<file path="src/rtl/parity_engine.sv">
// Serial ones counter: consumes STEP bits of a DATA_W-bit word per clock and
// reports the ones count, even/odd flags, a generated parity bit and a parity check.
module parity_engine #(
    parameter int DATA_W = 16,
    parameter int STEP   = 1
) (
    input  logic                        wb_clk_i,
    input  logic                        wb_rst_i,
    input  logic                        start,
    input  logic [DATA_W-1:0]           data_in,
    input  logic                        odd_mode,
    input  logic                        check_en,
    input  logic                        parity_in,
    output logic                        busy,
    output logic                        done,
    output logic [$clog2(DATA_W+1)-1:0] ones_count,
    output logic                        even_parity,
    output logic                        odd_parity,
    output logic                        parity_bit,
    output logic                        parity_err
);
    localparam int BEATS = DATA_W / STEP;
    localparam int CNT_W = $clog2(DATA_W + 1);
    localparam int PC_W  = $clog2(STEP + 1);
    localparam int BC_W  = $clog2(BEATS + 1);

    if (DATA_W < 2) begin : g_bad_width
        $error("parity_engine: DATA_W must be at least 2");
    end
    if ((STEP < 1) || ((DATA_W % STEP) != 0)) begin : g_bad_step
        $error("parity_engine: STEP must divide DATA_W exactly");
    end

    typedef enum logic [1:0] {
        IDLE   = 2'd0,
        SHIFT  = 2'd1,
        FINISH = 2'd2
    } state_t;

    state_t              state_r;
    state_t              state_s;
    logic [DATA_W-1:0]   shift_r;
    logic [CNT_W-1:0]    acc_r;
    logic [BC_W-1:0]     beat_cnt_r;
    logic [BC_W-1:0]     beat_nxt_s;
    logic                odd_mode_r;
    logic                check_en_r;
    logic                parity_in_r;
    logic                new_pbit_s;

    function automatic logic [PC_W-1:0] popcount(input logic [STEP-1:0] v);
        logic [PC_W-1:0] c;
        c = '0;
        for (int i = 0; i < STEP; i++) begin
            c = c + PC_W'(v[i]);
        end
        return c;
    endfunction

    // State register
    always_ff @(posedge wb_clk_i) begin
        if (wb_rst_i) begin
            state_r <= IDLE;
        end else begin
            state_r <= state_s;
        end
    end

    // Next-state decode; a word leaves SHIFT once its last beat has been consumed
    always_comb begin
        state_s    = state_r;
        beat_nxt_s = beat_cnt_r + BC_W'(1);
        new_pbit_s = acc_r[0] ^ odd_mode_r;
        case (state_r)
            IDLE: begin
                if (start) begin
                    state_s = SHIFT;
                end else begin
                    state_s = IDLE;
                end
            end
            SHIFT: begin
                if (beat_nxt_s == BC_W'(BEATS)) begin
                    state_s = FINISH;
                end else begin
                    state_s = SHIFT;
                end
            end
            FINISH:  state_s = IDLE;
            default: state_s = IDLE;
        endcase
    end

    // Datapath and registered outputs
    always_ff @(posedge wb_clk_i) begin
        if (wb_rst_i) begin
            shift_r     <= '0;
            acc_r       <= '0;
            beat_cnt_r  <= '0;
            odd_mode_r  <= 1'b0;
            check_en_r  <= 1'b0;
            parity_in_r <= 1'b0;
            busy        <= 1'b0;
            done        <= 1'b0;
            ones_count  <= '0;
            even_parity <= 1'b0;
            odd_parity  <= 1'b0;
            parity_bit  <= 1'b0;
            parity_err  <= 1'b0;
        end else begin
            done <= 1'b0;
            case (state_r)
                IDLE: begin
                    if (start) begin
                        shift_r     <= data_in;
                        odd_mode_r  <= odd_mode;
                        check_en_r  <= check_en;
                        parity_in_r <= parity_in;
                        acc_r       <= '0;
                        beat_cnt_r  <= '0;
                        busy        <= 1'b1;
                        even_parity <= 1'b0;
                        odd_parity  <= 1'b0;
                        parity_err  <= 1'b0;
                    end
                end
                SHIFT: begin
                    acc_r      <= acc_r + CNT_W'(popcount(shift_r[STEP-1:0]));
                    shift_r    <= shift_r >> STEP;
                    beat_cnt_r <= beat_nxt_s;
                end
                FINISH: begin
                    ones_count  <= acc_r;
                    even_parity <= ~acc_r[0];
                    odd_parity  <= acc_r[0];
                    parity_bit  <= new_pbit_s;
                    parity_err  <= check_en_r & (parity_in_r != new_pbit_s);
                    done        <= 1'b1;
                    busy        <= 1'b0;
                end
                default: begin
                    busy <= 1'b0;
                end
            endcase
        end
    end
endmodule

</file>
<file path="config.mk">
export PLATFORM = sky130hd
export DESIGN_NAME = parity_engine
export DESIGN_NICKNAME = d
export VERILOG_FILES = /design/src/rtl/parity_engine.sv
export SDC_FILE = /design/constraint.sdc
export NUM_CORES = 1
export LEC_CHECK = 0
export BUFFER_PORTS_ARGS = -buffer_cell sky130_fd_sc_hd__buf_2
export CAP_MARGIN = 20
export CORE_MARGIN = 5
export CORE_UTILIZATION = 45
export DETAILED_ROUTE_END_ITERATION = 6
export PLACE_DENSITY = 0.62
export SYNTH_ARGS = -nofsm -noshare
export SYNTH_HDL_FRONTEND = slang
export SYNTH_SLANG_ARGS = --single-unit
</file>
<file path="constraint.sdc">
create_clock -name wb_clk_i -period 1.9 [get_ports wb_clk_i]
set_clock_uncertainty 0.2 [all_clocks]
set_input_delay 0.475 -clock wb_clk_i [delete_from_list [all_inputs] [get_ports wb_clk_i]]
set_output_delay 0.475 -clock wb_clk_i [all_outputs]
set_load 0.02 [all_outputs]
</file>
Yosys cells after proc, flatten, opt, wreduce, memory -nomap -nowiden
Cells that the tools add are included.
{"block": "op_classes", "n_addsub": 2, "eq_ne": 5, "muxes": 15, "bitwise_logic": 4, "reduce_logical": 7}
{"cell": "$pmux 16 s2", "count": 1}
{"cell": "$pmux 5 s2", "count": 2}
{"cell": "$mux 16", "count": 1}
{"cell": "$pmux 1 s2", "count": 4}
{"cell": "$reduce_and 2->1", "count": 4}
{"cell": "$add 5x1->5", "count": 1}
{"cell": "$add 5x1->5 const B", "count": 1}
{"cell": "$eq 5x5->1 const B", "count": 1}
{"cell": "$mux 5", "count": 1}
{"cell": "$mux 1", "count": 4}
{"cell": "$pmux 2 s2", "count": 1}
{"cell": "$reduce_bool 2->1", "count": 2}
{"cell": "$eq 2x1->1 const B", "count": 1}
{"cell": "$eq 2x2->1 const B", "count": 1}
{"cell": "$logic_not 2->1", "count": 1}
{"cell": "$mux 2", "count": 1}
{"cell": "$ne 2x2->1 const B", "count": 1}
{"cell": "$not 1->1", "count": 2}
{"cell": "$and 1x1->1", "count": 1}
{"cell": "$ne 1x1->1", "count": 1}
{"cell": "$xor 1x1->1", "count": 1}
{"block": "word_totals", "reg_bits": 42, "inputBits": 22}

Logic depth before layout (Yosys ltp)
Gate-level depths: netlist (run 1).
{"block": "depth", "depth_word": 4, "mapped_depth": 5, "ltp_nobuf": 5}

Worst setup path after synthesis (run 1)
OpenSTA, ideal clock, no wires.
{"block": "synth_path", "kind": "in2reg", "start": "input start", "end": "register shift_r[3]", "setup_time_ns": 0.132, "arrival_time_ns": 1.245, "setup_slack_ns": 0.323, "cell_stages": 4, "path_cell_list": "buf_2 -> or3b_2 -> a21oi_1 -> nor3_1"}
{"block": "synth_via", "elab_chain_cells": 2}
{"element": "start: declaration", "line_no": "9", "text": "input logic start,"}
{"element": "$ne 2x2->1 (no line)"}
{"element": "$reduce_and 2->1 (no line)"}
{"element": "end signal: assignment", "line_no": "115", "text": "shift_r <= data_in;"}
{"element": "end signal: assignment", "line_no": "129", "text": "shift_r <= shift_r >> STEP;"}
{"element": "end: declaration", "line_no": "42", "text": "logic [DATA_W-1:0] shift_r;"}
Every way passes these cells.
A chain may end at the register's enable or synchronous reset.

Worst setup path in the final report (run 1)
{"block": "layout_path", "start": "register state_r[0]", "end": "register parity_err"}
{"block": "layout_via", "elab_chain_cells": 3}
{"element": "start: declaration", "line_no": "40", "text": "state_t state_r;"}
{"element": "start signal: assignment", "line_no": "65", "text": "state_r <= state_s;"}
{"element": "$eq 2x2->1 or $logic_not 2->1 (tied branches)", "line_no": "112", "text": "case (state_r)"}
{"element": "$reduce_bool 2->1 (no line) or $ne 2x2->1 (tied branches)"}
{"element": "$reduce_and 2->1 (no line)"}
{"element": "end signal: assignment", "line_no": "137", "text": "parity_err <= check_en_r & (parity_in_r != new_pbit_s);"}
{"element": "end: declaration", "line_no": "20", "text": "output logic parity_err"}
Several ways; a longest one is shown, not always the timed one.

==> results of run 1 <==
[state kept, by name, indices dropped and copies added, names as in the netlist, 2 cells and up]
| signal | flops |
|---|---|
| beat_cnt_r | 5 |
| state_r | 2 |
| acc_r | 5 |
| ones_count | 5 |
| shift_r | 16 |
[logic make-up after synthesis]
kind of cell / after synthesis
compound gates: 45
xor+xnor: 1
fa+ha+maj: 3
buf+inv: 16
flops: 42
mux: 2
simple gates: 119
[worst register-to-register path, delay by kind of cell, from the launching register on]
family | cells | cell delay (ns)
DFF | 1 | 0.39
and+or+nand+nor | 2 | 0.69
buffers and inverters | 1 | 0.20
AOI/OAI and AO/OA | 1 | 0.07
[power by group through the flow]
stage          Sequential [µW]  Combinational [µW]  Clock [µW]
2_1_floorplan              959                 140           0
3_3_place_gp               963                 197           0
3_5_place_dp               963                 199           0
4_1_cts                    943                 200         712
5_1_grt                    947                 225         750
6_report                   943                 197         691
[metrics by stage]
step / cell area, µm² / power, µW
3_5_place_dp: 2140 / 1160
6_report: 2250 / 1830
2_1_floorplan: 1910 / 1100
3_3_place_gp: 2140 / 1160
5_1_grt: 2250 / 1920
4_1_cts: 2250 / 1850
[per-layer routing]
| layer | wire length, µm | part of all wire (%) | global-route usage, % | vias to the layer above |
|---|---|---|---|---|
| met5 | 0 | 0 | 0 | - |
| met2 | 1650 | 43 | 21.9 | 29 |
| met4 | 71 | 1.8 | 5.93 | 0 |
| met1 | 1970 | 51 | 21.0 | 701 |
| met3 | 186 | 4.8 | 4.14 | 7 |
| li1 | - | - | - | 849 |
[synthesized netlist by cell type (2+ instances only)]
cell type / count / area share [%]
o211ai_1: 2 / 0.79
clkbuf_1: 10 / 2.0
nor2_1: 22 / 4.3
dfxtp_1: 42 / 44
ha_1: 3 / 2.0
nor3b_1: 4 / 1.6
o21ai_0: 2 / 0.53
or3b_2: 18 / 8.3
nor2b_1: 3 / 0.99
buf_2: 3 / 0.79
nand3_1: 6 / 1.6
nand2_1: 23 / 4.5
nor3_1: 16 / 4.2
nand2b_1: 19 / 6.2
a21oi_1: 30 / 7.9
a31oi_1: 3 / 0.99
mux2i_1: 2 / 1.1
or3_1: 2 / 0.66
a22oi_1: 4 / 1.6
[layout make-up]
| cell class | count | area [µm²] | area share, % |
|---|---|---|---|
| Tap cell | 50 | 62.6 | 2.78 |
| Clock inverter | 3 | 40.0 | 1.78 |
| Sequential cell | 42 | 841 | 37.4 |
| Clock buffer | 5 | 68.8 | 3.06 |
| Timing Repair Buffer | 40 | 245 | 10.9 |
| Multi-Input combinational cell | 170 | 992 | 44.1 |
[how the worst max path moves through the flow]
| stage | slack, ns | from | to |
|---|---|---|---|
| 6_report | 0.22 | state_r[0] | parity_err |
| 5_1_grt | 0.1 | state_r[0] | odd_mode_r |
| 4_1_cts | 0.20 | state_r[0] | acc_r[4] |
| 3_5_place_dp | 0.04 | start | acc_r[3] |
| 3_3_place_gp | 0.05 | start | acc_r[3] |
| 2_1_floorplan | 0.32 | start | shift_r[3] |
==> results.toml, run 1 <==
[outcome]
status = "completed"

[yosys]
synth.distinct_cells = 33
synth_ff_type = "dfxtp_1"
synth-xor-area-share_pct = 0.460
synth_fa_ha_area_share_pct = 1.97
syn-num-nets = 253
synth_seq_cells = 42
yosysSeqAreaShare_pct = 44.1
muxShareOfSynthArea_pct = 1.05
synth_edf_count = 0
synth_compound_area_share_pct = 13.7
avgSynthCellArea_um2 = 8.36
netlist_instances = 228
async_reset_ff_share_pct = 0
syn-cell-area_um2 = 1910
synth-simple-area-share_pct = 34.9
synth.yosys.warnings = 0
synth_top_family_by_area = "simple AND/OR/NAND/NOR gates"

[routing]
drt-wirelength-per-cell_um = 12.5
ant_nets = 0
drc = 0
vias = 1586
vias_per_cell = 5.12
first_iter_violations = 89
wl_um = 3880
firstDrtPassIters = 4

[critical_path]
regToRegSetupSlack_ns = 0.22
rr_startpoint = "state_r[0]"
endpoint_kind = "register"
r2r_cells = 4
slowest_delay_ns = 0.57
criticalPathCategory = "reg -> reg"
critical_path_depth = 4
cp.arrival_ns = 1.64
path_cells = "buf_12 > or3b_2 > nand3_1 > a31oi_1"
critPathBufInv = 1
path_delay_family = "simple AND/OR/NAND/NOR gates"
r2r_end = "parity_err"
cpMaxStageDelayCell = "or3b_2"
required_ns = 1.86
path_max_fanout = 39
start_kind = "register"

[cts]
cts_hold_buffers = 0
cts_tree = "done"
post-cts-setup-buffer-count = 0
path_clk_slew_ns = 0.08
clock_latency_ns = 0.29
cts.path.max_buffers = 2
cts.sinks = 42
cts_resized = 0
cts_buffers = 5
h-tree-depth = 2
cts_root_buf = "clkbuf_8"

[die]
num_rows = 23
coreArea_um2 = 4060
initial_core_util_pct = 47.0
dieHeight_um = 75.1
die_area_um2 = 5640
die_w_um = 75.1
ios = 33

[sta]
worst_slack_ns = 0.220
report.final.setup_viol = 0
timing.hold.ws_ns = 0.214
rsz0062_at_grt = "false"
timing.fmax_mhz = 595
hold_violations = 0
min_period_over_period_pct = 88.4
slew_violations = 0
tightest_slew_ns = 0.598
relSlewSlack_pct = 60.1
min_period_ns = 1.68
finalSetupTns_ns = 0

[pwr]
switching_share_pct = 23.3
p_per_area_nw_per_um2 = 814
comb_power_share_pct = 10.8
p_int_uw = 1400
p_sw_uw = 426
cellLeakagePower_uw = 0.000904
p_seq_share_pct = 51.5
clock_power_share_pct = 37.7
max-vdd-ir-drop_v = 0.000549

[placed_design]
place_inst = 302
dpl.hpwl_um = 2610
pre_cts_ws_ns = 0.0438
globalplace.congestion = 0.765
io_buffers = 32

[finish]
fin_util_pct = 55.4
fillCellCount = 413
drive_above_1_share_pct = 26.2
antenna_cells = 0
instances_no_fill = 310
syn2layout_area_growth_pct = 18.1
mostFrequentLayoutCells = "dfxtp_1 (42), buf_2 (32), a21oi_1 (30)"
layout_commonest_cell = "dfxtp_1"
nets = 284

[min_path]
min-delay-path-class = "in -> reg"
worstHoldStart = "odd_mode"
holdPathEnd = "odd_mode_r"
hold_path_depth = 3

[grt]
grt_pass1_wl_um = 6530
overflow = 0
grt_pass1_vias = 1424
grt_antenna_before_repair = 0
grt.total_usage_pct = 15.0
grt_max_degree = 40

[flow_run]
maxCapViolations = 0
Power figures use the tool's default switching activity.
==> run 2: changes to the inputs <==
CORE_ASPECT_RATIO = 1.2   (was not set)
==> run 2 against run 1 <==
Effect of this change:
- wire length up 0.23%
- register-to-register slack about the same
- final cell count up 2.3%
- die area about the same
- critical path depth unchanged
- sequential power is essentially flat
- first-iteration DRC count shrank 4.5%
- critical path type unchanged
- non-clock buffer count is 1 higher
- worst setup slack improved by 0.015 ns
- worst hold slack gained 0.0016 ns
- sequential cell count is the same
==> results.toml, run 2 (synthesis results as in run 1) <==
[flow_run]
maxCapViolations = 0

[finish]
nets = 285
layout_commonest_cell = "dfxtp_1"
syn2layout_area_growth_pct = 17.3
fin_util_pct = 53.2
antenna_cells = 0
drive_above_1_share_pct = 26.1
regMostFlops = "shift_r"
mostFrequentLayoutCells = "dfxtp_1 (42), buf_2 (32), a21oi_1 (30)"
instances_no_fill = 317
largest_reg_flops = 16
fillCellCount = 409

[die]
die_w_um = 69.4
num_rows = 26
initial_core_util_pct = 45.4
coreArea_um2 = 4200
ios = 33
die_area_um2 = 5640
dieHeight_um = 81.3

[routing]
dr_wl_met3_um = 191
top_layer = "met4"
vias = 1646
vias_per_cell = 5.19
first_iter_violations = 85
wl_met1_um = 1720
drc = 0
ant_nets = 0
met2WireLength_um = 1900
drt-wirelength-per-cell_um = 12.3
firstDrtPassIters = 4
wl_um = 3880

[critical_path]
cp.arrival_ns = 1.65
required_ns = 1.88
path_max_fanout = 34
start_kind = "register"
endpoint_kind = "register"
criticalPathCategory = "reg -> reg"

[pwr]
cellLeakagePower_uw = 0.000895
p_per_area_nw_per_um2 = 774
max-vdd-ir-drop_v = 0.000428
switching_share_pct = 24.2
p_seq_share_pct = 54.5
clock_power_share_pct = 34.2
p_int_uw = 1310
comb_power_share_pct = 11.4
power_uw = 1730
p_sw_uw = 419

[grt]
grt_max_degree = 35
grt_pass1_wl_um = 6890
grt_antenna_before_repair = 0
grt_pass1_vias = 1519
grt.total_usage_pct = 15.1
overflow = 0

[placed_design]
globalplace.congestion = 0.753
dpl.hpwl_um = 2710
io_buffers = 32
place_inst = 309

[sta]
hold_violations = 0
tightest_slew_ns = 0.446
relSlewSlack_pct = 70.3
min_period_over_period_pct = 87.6
rsz0062_at_grt = "false"
report.final.setup_viol = 0
slew_violations = 0
timing.hold.ws_ns = 0.216
timing.fmax_mhz = 601
finalSetupTns_ns = 0
min_period_ns = 1.66

[cts]
cts_tree = "done"
post-cts-setup-buffer-count = 0
cts_root_buf = "clkbuf_8"
cts.sinks = 42
cts_hold_buffers = 0
clock_latency_ns = 0.29
h-tree-depth = 2
cts_buffers = 5
cts_resized = 0
path_clk_slew_ns = 0.08
cts.path.max_buffers = 2

[outcome]
status = "completed"

[min_path]
min-delay-path-class = "in -> reg"
run 2: cell types whose count changed in the layout (fill, tap and decap cells not counted):
cell	change
bufinv_16	-1
clkbuf_1	+1
buf_4	+2
clkbuf_8	+1
buf_12	-1
clkinv_2	-1
run 2: layout make-up:
class                           count  area [µm²]  share of cell area (%)
Multi-Input combinational cell    170         992                    44.4
Sequential cell                    42         841                    37.6
Timing Repair Buffer               41         240                    10.8
Clock buffer                        7        86.3                    3.86
Tap cell                           56        70.1                    3.14
Clock inverter                      1        5.00                   0.224
run 2: power groups by stage:
stage / registers (µW) / logic, µW / clock network [µW]
after CTS: 942 / 200 / 621
after floorplan: 959 / 140 / 0
final: 942 / 196 / 591
after global routing: 948 / 223 / 659
after detailed placement: 963 / 200 / 0
after global placement: 963 / 197 / 0
run 2: worst max-delay path: stages (launching register included):
cell	delay, ns
dfxtp_1	0.38
buf_12	0.19
or3b_2	0.58
o211ai_1	0.13
a21oi_1	0.08
run 2: per-layer routing:
metal	up-vias	global-route usage (%)
li1	852	-
met1	756	17.6
met2	30	25.9
met3	8	4.58
met4	0	6.25
met5	-	0
run 2: metrics by stage:
step	setup WS (ns)	area [µm²]
2_1_floorplan	0.323	1910
3_3_place_gp	0.0725	2140
3_5_place_dp	0.0547	2140
4_1_cts	0.225	2230
5_1_grt	0.141	2230
6_report	0.235	2230
run 2: worst paths after layout:
| kind | slack [ns] | endpoint | cells past startpoint | start |
|---|---|---|---|---|
| max reg2reg | 0.24 | acc_r[4] | 4 | state_r[0] |
| max | 0.24 | acc_r[4] | 4 | state_r[0] |
| min | 0.22 | parity_in_r | 3 | parity_in |
| min reg2reg | 0.25 | ones_count[0] | 2 | ones_count[0] |
==> run 3: changes to the inputs <==
ABC_AREA = 1   (was not set)
HOLD_SLACK_MARGIN = 0.08   (was not set)
PLACE_DENSITY = 0.63   (was 0.62)
==> run 3 against run 2 <==
Effect of this change:
- count of clock-buffer cells in the layout down 1
- core utilization up 2.4 points
- sequential share of layout area up 1.0 points
- die area down 4.1%
- highest routed layer unchanged
==> results.toml, run 3 <==
[cts]
clock_latency_ns = 0.29
path_clk_slew_ns = 0.08
h-tree-depth = 2
post-cts-setup-buffer-count = 0
cts_root_buf = "clkbuf_8"
cts.sinks = 42
cts_tree = "done"
cts_hold_buffers = 0
cts_resized = 0
cts_buffers = 5
cts.path.max_buffers = 2

[critical_path]
criticalPathCategory = "reg -> reg"
endpoint_kind = "register"
r2r_cells = 7
regToRegSetupSlack_ns = 0.37
start_kind = "register"
cp.arrival_ns = 1.57
path_max_fanout = 17
required_ns = 1.94

[finish]
instances_no_fill = 353
syn2layout_area_growth_pct = 19.8
largest_reg_flops = 16
fin_util_pct = 55.6
regMostFlops = "shift_r"
drive_above_1_share_pct = 18.1
layout_commonest_cell = "nand2_1"
mostFrequentLayoutCells = "nand2_1 (73), dfxtp_1 (42), nor2_1 (35)"
nets = 323
antenna_cells = 0
fillCellCount = 424
final_cell_area_um2 = 2170

[yosys]
async_reset_ff_share_pct = 0
synth_edf_count = 0
syn-num-nets = 285
synth.distinct_cells = 22
netlist_instances = 260
yosysSeqAreaShare_pct = 46.3
synth_top_cell_area_share_pct = 46.3
synth_top_cell_by_area = "dfxtp_1"
synth_ff_type = "dfxtp_1"
syn-cell-area_um2 = 1820
synth_area_leaders = "dfxtp_1 (46%), nand2_1 (15%), nand3_1 (8.5%), nor2_1 (7.2%), inv_1 (5.0%)"
avgSynthCellArea_um2 = 6.98
synth_most_common_cell = "nand2_1"
synth_seq_cells = 42
yosys-top-cells-count = "nand2_1 (73), dfxtp_1 (42), nor2_1 (35), nand3_1 (31), inv_1 (24)"
synth.yosys.warnings = 0

[flow_run]
maxCapViolations = 0

[sta]
timing.fmax_mhz = 653
hold_violations = 0
tightest_slew_ns = 0.379
finalSetupTns_ns = 0
relSlewSlack_pct = 74.6
slew_violations = 0
timing.hold.ws_ns = 0.232
report.final.setup_viol = 0
min_period_ns = 1.53
rsz0062_at_grt = "false"
min_period_over_period_pct = 80.6

[placed_design]
globalplace.congestion = 0.814
placed_cell_area_um2 = 2060
dpl.hpwl_um = 2850
place_inst = 345
io_buffers = 32

[routing]
first_iter_violations = 126
vias = 1689
wl_um = 3910
vias_per_cell = 4.78
drt-wirelength-per-cell_um = 11.1
drc = 0
firstDrtPassIters = 4
ant_nets = 0

[grt]
grt_max_degree = 18
grt.total_usage_pct = 16.0
grt_pass1_wl_um = 6710
grt_antenna_before_repair = 0
grt_pass1_vias = 1568
overflow = 0

[die]
initial_core_util_pct = 46.4
die_area_um2 = 5410
ios = 33
coreArea_um2 = 3910
num_rows = 25
dieHeight_um = 79.6
die_w_um = 68.0

[min_path]
min-delay-path-class = "in -> reg"
hold_path_depth = 3

[pwr]
clock_power_share_pct = 38.8
switching_share_pct = 23.9
max-vdd-ir-drop_v = 0.000497
p_per_area_nw_per_um2 = 830
comb_power_share_pct = 9.5
cellLeakagePower_uw = 0.00104
p_int_uw = 1370
p_sw_uw = 432
p_seq_share_pct = 51.7

[outcome]
status = "completed"
[run 3: cell count changes after synthesis, sizes merged, moves of 9 or more]
cell,previous run,this run
a21oi,30,13
clkbuf,11,2
inv,0,26
nand2,23,75
nand2b,19,0
nand3,6,31
nor2,22,37
nor3,16,1
o21ai,2,15
or3b,18,0
[run 3: power groups by stage]
stage / Combinational [µW] / Clock [µW] / Sequential (µW)
2_1_floorplan: 114 / 0 / 950
3_3_place_gp: 174 / 0 / 954
3_5_place_dp: 174 / 0 / 953
4_1_cts: 175 / 720 / 933
5_1_grt: 199 / 761 / 937
6_report: 172 / 701 / 933
[run 3: cell type report]
class / instances / area, µm² / area share (%)
Sequential cell: 42 / 841 / 38.7
Clock inverter: 2 / 37.5 / 1.73
Clock buffer: 6 / 72.6 / 3.34
Tap cell: 54 / 67.6 / 3.11
Multi-Input combinational cell: 183 / 826 / 38.0
Timing Repair Buffer: 40 / 233 / 10.7
Inverter: 26 / 97.6 / 4.49
[run 3: path summary, 6_finish.rpt]
kind                from          end
max           state_r[0]   shift_r[2]
max reg2reg   state_r[0]   shift_r[2]
min reg2reg   check_en_r   check_en_r
min          data_in[15]  shift_r[15]
[run 3: logic make-up after synthesis]
kind of cell | share of synthesized area (%)
compound gates | 9.37
simple gates | 34.0
buf+inv | 8.20
fa+ha+maj | 2.07
flops | 46.3
[run 3: layer usage]
metal,track usage [%],part of all wire (%),vias up
met2,28.0,49,32
met4,4.17,0.95,0
met1,19.2,46,749
li1,-,-,904
met5,0,0,-
met3,3.94,4.2,4
[run 3: worst max-delay path: stages (launching register included)]
cell	delay [ns]
dfxtp_1	0.42
inv_1	0.12
nor2_2	0.18
buf_4	0.26
nand2_1	0.11
nand3_1	0.10
nand2_1	0.05
inv_1	0.05
[run 3: through the flow]
| stage | setup WS [ns] | power, µW |
|---|---|---|
| 3_5_place_dp | 0.274 | 1130 |
| 5_1_grt | 0.205 | 1900 |
| 3_3_place_gp | 0.304 | 1130 |
| 4_1_cts | 0.337 | 1830 |
| 6_report | 0.368 | 1810 |
| 2_1_floorplan | 0.475 | 1060 |
